## src/rtl/led_pkg.sv

```systemverilog
// Shared definitions for the key/LED front end: LED mode encoding and
// a ceiling-log2 helper used to size the debounce and blink counters.
package led_pkg;

    typedef enum logic [1:0] {
        MODE_OFF    = 2'd0,
        MODE_STEADY = 2'd1,
        MODE_SLOW   = 2'd2,
        MODE_FAST   = 2'd3
    } led_mode_e;

    // Bits needed to hold 0..value-1; never less than 1 so tiny counts still get a flop.
    function automatic int unsigned clog2(input int unsigned value);
        int unsigned width;
        width = 1;
        while ((64'd1 << width) < 64'(value)) width++;
        return width;
    endfunction

endpackage

```

## src/rtl/key_debounce.sv

```systemverilog
// Single key channel: 2-flop synchroniser, debounce counter, stable level
// register and a one-cycle pulse on an accepted press (stable 1 -> 0).
module key_debounce
    import led_pkg::*;
#(
    parameter int unsigned DEBOUNCE_CYC = 2560
) (
    input  logic clk,
    input  logic rst_n,
    input  logic key_i,
    output logic stable_o,
    output logic flag_o
);

    localparam int unsigned    CW       = clog2(DEBOUNCE_CYC);
    localparam logic [CW-1:0]  CNT_LAST = CW'(DEBOUNCE_CYC - 1);

    logic          sync1_q, sync2_q;
    logic          stable_q, stable_d;
    logic          flag_q;
    logic [CW-1:0] cnt_q, cnt_d;

    // Count while the synced level disagrees with the stable level; any agreement clears.
    always_comb begin
        stable_d = stable_q;
        cnt_d    = '0;
        if (sync2_q != stable_q) begin
            if (cnt_q == CNT_LAST) begin
                stable_d = sync2_q;
            end else begin
                cnt_d = cnt_q + 1'b1;
            end
        end
    end

    // Synchroniser, debounce state and press pulse registers.
    always_ff @(posedge clk or negedge rst_n) begin
        if (!rst_n) begin
            sync1_q  <= 1'b1;
            sync2_q  <= 1'b1;
            stable_q <= 1'b1;
            cnt_q    <= '0;
            flag_q   <= 1'b0;
        end else begin
            sync1_q  <= key_i;
            sync2_q  <= sync1_q;
            stable_q <= stable_d;
            cnt_q    <= cnt_d;
            flag_q   <= stable_q & ~stable_d;
        end
    end

    assign stable_o = stable_q;
    assign flag_o   = flag_q;

endmodule

```

## src/rtl/key_led_ctrl.sv

```systemverilog
// Key/LED front end: NUM_KEYS debounced channels, LED mode FSM driven by
// ch0 (on/off) and ch1 (mode step), and a blink generator for the LED.
module key_led_ctrl
    import led_pkg::*;
#(
    parameter int unsigned NUM_KEYS       = 2,
    parameter int unsigned DEBOUNCE_CYC   = 2560,
    parameter int unsigned BLINK_HALF     = 32000,
    parameter bit          LED_ACTIVE_LOW = 1'b0
) (
    input  logic                clk,
    input  logic                rst_n,
    input  logic [NUM_KEYS-1:0] key,
    output logic [NUM_KEYS-1:0] key_stable,
    output logic [NUM_KEYS-1:0] key_flag,
    output logic [1:0]          led_mode,
    output logic                led
);

    localparam int unsigned   BW        = clog2(BLINK_HALF);
    localparam logic [BW-1:0] SLOW_LAST = BW'(BLINK_HALF - 1);
    localparam logic [BW-1:0] FAST_LAST = BW'(BLINK_HALF / 4 - 1);

    for (genvar i = 0; i < NUM_KEYS; i++) begin : g_key
        key_debounce #(
            .DEBOUNCE_CYC(DEBOUNCE_CYC)
        ) u_debounce (
            .clk     (clk),
            .rst_n   (rst_n),
            .key_i   (key[i]),
            .stable_o(key_stable[i]),
            .flag_o  (key_flag[i])
        );
    end

    led_mode_e     mode_q, mode_d;
    logic [BW-1:0] blink_cnt_q;
    logic [BW-1:0] half_last;
    logic          led_q;

    // Next mode: ch0 has priority and toggles OFF/on; ch1 steps the on-modes only.
    always_comb begin
        mode_d = mode_q;
        if (key_flag[0]) begin
            mode_d = (mode_q == MODE_OFF) ? MODE_STEADY : MODE_OFF;
        end else if (key_flag[1]) begin
            case (mode_q)
                MODE_STEADY: mode_d = MODE_SLOW;
                MODE_SLOW:   mode_d = MODE_FAST;
                MODE_FAST:   mode_d = MODE_STEADY;
                default:     mode_d = MODE_OFF;
            endcase
        end
    end

    // Last blink count for the mode being entered or held.
    always_comb begin
        half_last = (mode_d == MODE_FAST) ? FAST_LAST : SLOW_LAST;
    end

    // Mode register, blink counter and logical LED, all registered together.
    always_ff @(posedge clk or negedge rst_n) begin
        if (!rst_n) begin
            mode_q      <= MODE_OFF;
            blink_cnt_q <= '0;
            led_q       <= 1'b0;
        end else begin
            mode_q <= mode_d;
            case (mode_d)
                MODE_OFF: begin
                    blink_cnt_q <= '0;
                    led_q       <= 1'b0;
                end
                MODE_STEADY: begin
                    blink_cnt_q <= '0;
                    led_q       <= 1'b1;
                end
                default: begin
                    if (mode_d != mode_q) begin
                        blink_cnt_q <= '0;
                        led_q       <= 1'b1;
                    end else if (blink_cnt_q == half_last) begin
                        blink_cnt_q <= '0;
                        led_q       <= ~led_q;
                    end else begin
                        blink_cnt_q <= blink_cnt_q + 1'b1;
                    end
                end
            endcase
        end
    end

    assign led_mode = mode_q;
    assign led      = led_q ^ LED_ACTIVE_LOW;

endmodule

```

## config.mk

```make
export PLATFORM = sky130hd
export DESIGN_NAME = key_led_ctrl
export DESIGN_NICKNAME = d
export VERILOG_FILES = /design/src/rtl/led_pkg.sv /design/src/rtl/key_debounce.sv /design/src/rtl/key_led_ctrl.sv
export SDC_FILE = /design/constraint.sdc
export NUM_CORES = 1
export LEC_CHECK = 0
export ABC_AREA = 1
export CAP_MARGIN = 40
export CORE_MARGIN = 2
export CORE_UTILIZATION = 40
export CTS_CLUSTER_DIAMETER = 200
export DETAILED_ROUTE_END_ITERATION = 8
export HOLD_SLACK_MARGIN = 0.1
export PLACE_DENSITY = 0.61
export SLEW_MARGIN = 20
export SYNTH_ARGS = -nofsm -noshare
export SYNTH_HDL_FRONTEND = slang
export SYNTH_SLANG_ARGS = --single-unit
```

## constraint.sdc

```tcl
create_clock -name clk -period 2.2 [get_ports clk]
set_input_delay 0.44 -clock clk [delete_from_list [all_inputs] [get_ports clk]]
set_output_delay 0.44 -clock clk [all_outputs]
set_load 0.005 [all_outputs]
```

==> summary by stage <==
Placed design
Once placement finished, the instance area stood at between 2000 and 3000 µm². The total of buffers placed on input and output ports is 10. At the end of routability-driven placement, the weighted congestion stood at 0.807. At the placement stage, the worst setup path has a slack of 0.578 ns.

The HPWL after detailed placement is slightly below 3 mm.

Global routing
After global routing the overflow that remains totals 0. In the global route stage, overall resource usage came out at 0.143. The first-pass GRT wire length is 7.45 mm. The number of antenna violations at the first check in global routing is 0. The via count of the first global-routing pass is between 1500 and 2000.

The largest net degree at the start of global routing is 51.

Synth
In this run, synthesis produced a sequential element count of 50. The sequential share of the synthesized area is 0.514. The average instance in the mapped netlist occupies about 9 µm². The number of cells produced by synthesis is around 270. The summed instance area of the synthesized netlist is approximately 2500 µm².

The Yosys step of the flow raised 0 warnings. When the netlist entered floorplanning its net count stood at between 200 and 300. The number of distinct library cells after synthesis is 28.

Power
The static leakage is approximately 0.0011 µW. The worst-case IR drop observed on VDD is 0.452 mV. The net switching component of the power is about 330 µW.

The share of total power dissipated in combinational logic is 0.032. The power per unit of standard cell area is 559 nW/µm². Of the total power, the share spent switching nets is 0.217. The relative contribution of the clock network to total power is 0.341. The internal power is ~1200 µW. The share of total power dissipated in sequential elements is 0.628. Summing internal, switching and leakage power gives 1500 µW.

Clock network
The sink count of the clock tree is 50. In this run, post-CTS repair resized a total of 0 instances. The TritonCTS clock tree is done. The clock reaches the later pin of the worst-skew pair after 0.29 ns. Clock tree synthesis inserted a total of 5 buffers. The number of buffers on the longest clock path is 2. The H-tree generated during clock tree synthesis spans 2 levels. Hold repair after CTS inserted 0 buffers. The number of setup buffers added after CTS is 0. After clock tree synthesis, the clock-pin slew on the worst setup and hold paths is ~0.090 ns. In this run the clock root is driven by a sky130_fd_sc_hd__clkbuf_8.

Die
The area enclosed by the die boundary is 6770 µm². The count of boundary I/O pins is 11. From left edge to right edge, the die measures slightly above 80 µm.

The row count is 28. The floorplan step set the die height to between 80 and 90 µm. For this configuration, the core starts out at a cell density of 0.414.

The core area is 5920 µm².

Routing
The number of routed nets with antenna violations is 0. The routed layout has 1702 vias. The pre-antenna-repair detailed-routing pass consisted of 4 iterations. The remaining design rule violation count is 0.

The mean number of vias per cell is 4.71. In this run, the number of DRC markers left after iteration 0 of detailed routing was 67. The wire length reported by the detailed router is 4.04 mm. Dividing the detail-routed wire length by the instance count gives 11.2 µm.

Timing
Setup repair after global routing left no endpoint under its margin. The number of pins exceeding their max-slew limit in the final report was 0. Setup slack closes at ~0.38 ns. The final critical path time including I/O delays and setup is around 1.8 ns. The transition at the pin with the smallest max-transition slack is 0.617 ns.

The post-route fraction of the period consumed by the critical path is 0.828. Derived from the worst setup path, the maximum achievable clock frequency is between 0.5 and 0.6 GHz. The clock arrives with between 0.01 and 0.015 ns of skew. The final number of hold-violating endpoints came to 0. The max-slew headroom at the worst pin is 0.589. The total negative slack is 0 ns. The total setup violations reported at the end of the flow is 0.

Cells and area
The proportion of layout cells with a drive suffix above 1 is 0.143. The final net count is just under 300. At the end of the flow the core is filled with cells to 0.454. The finished cells cover ~2700 µm². 0 antenna diodes ended up in the layout. The layout overhead on the synthesized area is 9.60%.

Worst setup path
For the worst setup path, the data arrival time is around 1.4 ns. The category of the most critical setup path is flip-flop to output pin. The critical path data required time is around 1.8 ns. Among cell families on the critical path, the largest total delay comes from flip-flops. Traced cell by cell, the critical path runs through clkdlybuf4s50_1. Of all nets on the critical path, the largest fanout is 3. Counting both buffers and inverters, the worst setup path holds a total of 1.

The worst setup path is launched from a flip-flop. The largest single stage delay on the critical path is 0.58 ns. The critical path's slowest cell is sky130_fd_sc_hd__dfstp_2. The worst setup path is captured at an output pin.

Run
Across the run, the number of max-cap violations was 0.

Hold path
The worst hold path class is primary input to async pin.

Status
The run finished with clean final reports.
[synth_stat cells]
cell type                  number  share of area
sky130_fd_sc_hd__a21oi_1        6          0.012
sky130_fd_sc_hd__a31oi_1        1         0.0026
sky130_fd_sc_hd__and3_1         1         0.0026
sky130_fd_sc_hd__buf_4          4          0.012
sky130_fd_sc_hd__buf_6          1         0.0046
sky130_fd_sc_hd__dfrtp_1       44           0.45
sky130_fd_sc_hd__dfstp_2        6          0.064
sky130_fd_sc_hd__ha_1           4          0.020
sky130_fd_sc_hd__inv_1         30          0.046
sky130_fd_sc_hd__inv_2          2         0.0031
sky130_fd_sc_hd__nand2_1       36          0.055
sky130_fd_sc_hd__nand2_2        5          0.013
sky130_fd_sc_hd__nand2_4        1         0.0046
sky130_fd_sc_hd__nand3_1       17          0.035
sky130_fd_sc_hd__nand3_2        4          0.016
sky130_fd_sc_hd__nand4_1        8          0.020
sky130_fd_sc_hd__nand4_2        1         0.0051
sky130_fd_sc_hd__nor2_1        48          0.074
sky130_fd_sc_hd__nor2_2        11          0.028
sky130_fd_sc_hd__nor2_4         2         0.0092
sky130_fd_sc_hd__nor3_1         9          0.018
sky130_fd_sc_hd__nor3_2         1         0.0041
sky130_fd_sc_hd__nor3b_1        3         0.0092
sky130_fd_sc_hd__nor3b_2        1         0.0051
sky130_fd_sc_hd__o21ai_0        4         0.0082
sky130_fd_sc_hd__o21bai_1       1         0.0031
sky130_fd_sc_hd__xnor2_1        5          0.018
sky130_fd_sc_hd__xor2_1        16          0.057
[path summary, 6_finish.rpt]
path	end	slack (ns)	startpoint	cells after the start
setup / recovery	key_stable[1]	0.38	g_key[1].u_debounce.stable_o$_DFF_PN1_	1
hold / removal	led_mode[0]$_DFF_PN0_	0.23	rst_n	2
setup reg to reg	led$_DFFE_PN0P_	0.58	blink_cnt_q[0]$_DFF_PN0_	9
hold reg to reg	g_key[0].u_debounce.sync2_q$_DFF_PN1_	0.36	g_key[0].u_debounce.sync1_q$_DFF_PN1_	0
max in group asynchronous	g_key[1].u_debounce.cnt_q[5]$_DFF_PN0_	1.54	rst_n	2
min in group clk	g_key[0].u_debounce.sync2_q$_DFF_PN1_	0.36	g_key[0].u_debounce.sync1_q$_DFF_PN1_	0
[power groups by stage]
stage / clock network, µW / logic [µW] / registers [µW]
CTS: 537 / 50.2 / 943
finish: 511 / 47.4 / 942
floorplan: 0 / 20.9 / 958
global route: 583 / 58.3 / 944
detailed placement: 0 / 50.0 / 960
global placement: 0 / 50.0 / 960
[cell type report]
| cell class | instances | area (µm²) |
|---|---|---|
| Sequential cell | 50 | 1260 |
| Inverter | 32 | 120 |
| Timing Repair Buffer | 11 | 103 |
| Tap cell | 75 | 93.8 |
| Fill cell | 572 | 3230 |
| Clock buffer | 8 | 80.1 |
| Multi-Input combinational cell | 185 | 1030 |
[kinds of logic after synthesis]
logic type / after synthesis / synth area share
XOR/XNOR: 21 / 0.0750
buffers and inverters: 37 / 0.0659
AO/OA/AOI/OAI: 12 / 0.0260
adder cells (fa/ha/maj): 4 / 0.0204
AND/OR/NAND/NOR: 148 / 0.299
flip-flops: 50 / 0.514
[layer usage]
layer	track usage	wire length (µm)	vias up
met1	0.182	2000	801
met5	0	0	-
li1	-	-	881
met4	0.0350	32	0
met2	0.244	1900	18
met3	0.0326	108	2
[cell usage in the layout, fill, tap and decap left out, drive strengths merged, types with 5 or more instances in the layout]
cell type / instances
nor2: 61
dfrtp: 44
nand2: 42
inv: 32
nand3: 21
xor2: 16
nor3: 10
clkdlybuf4s50: 9
nand4: 9
clkbuf: 8
a21oi: 6
dfstp: 6
xnor2: 5
[sequential cells by signal, indices dropped and copies added (netlist names)]
signal                     cells
g_key.u_debounce.cnt_q        24
blink_cnt_q                   15
g_key.u_debounce.flag_o        2
g_key.u_debounce.stable_o      2
g_key.u_debounce.sync1_q       2
g_key.u_debounce.sync2_q       2
led_mode                       2
led                            1
[stage by stage]
stage,hold slack (ns),std cells
5_1_grt,0.311,361
3_3_place_gp,0.346,353
2_1_floorplan,0.144,272
6_report,0.227,361
4_1_cts,0.262,361
3_5_place_dp,0.349,353
Note: power is estimated with default switching activity, not from simulation.
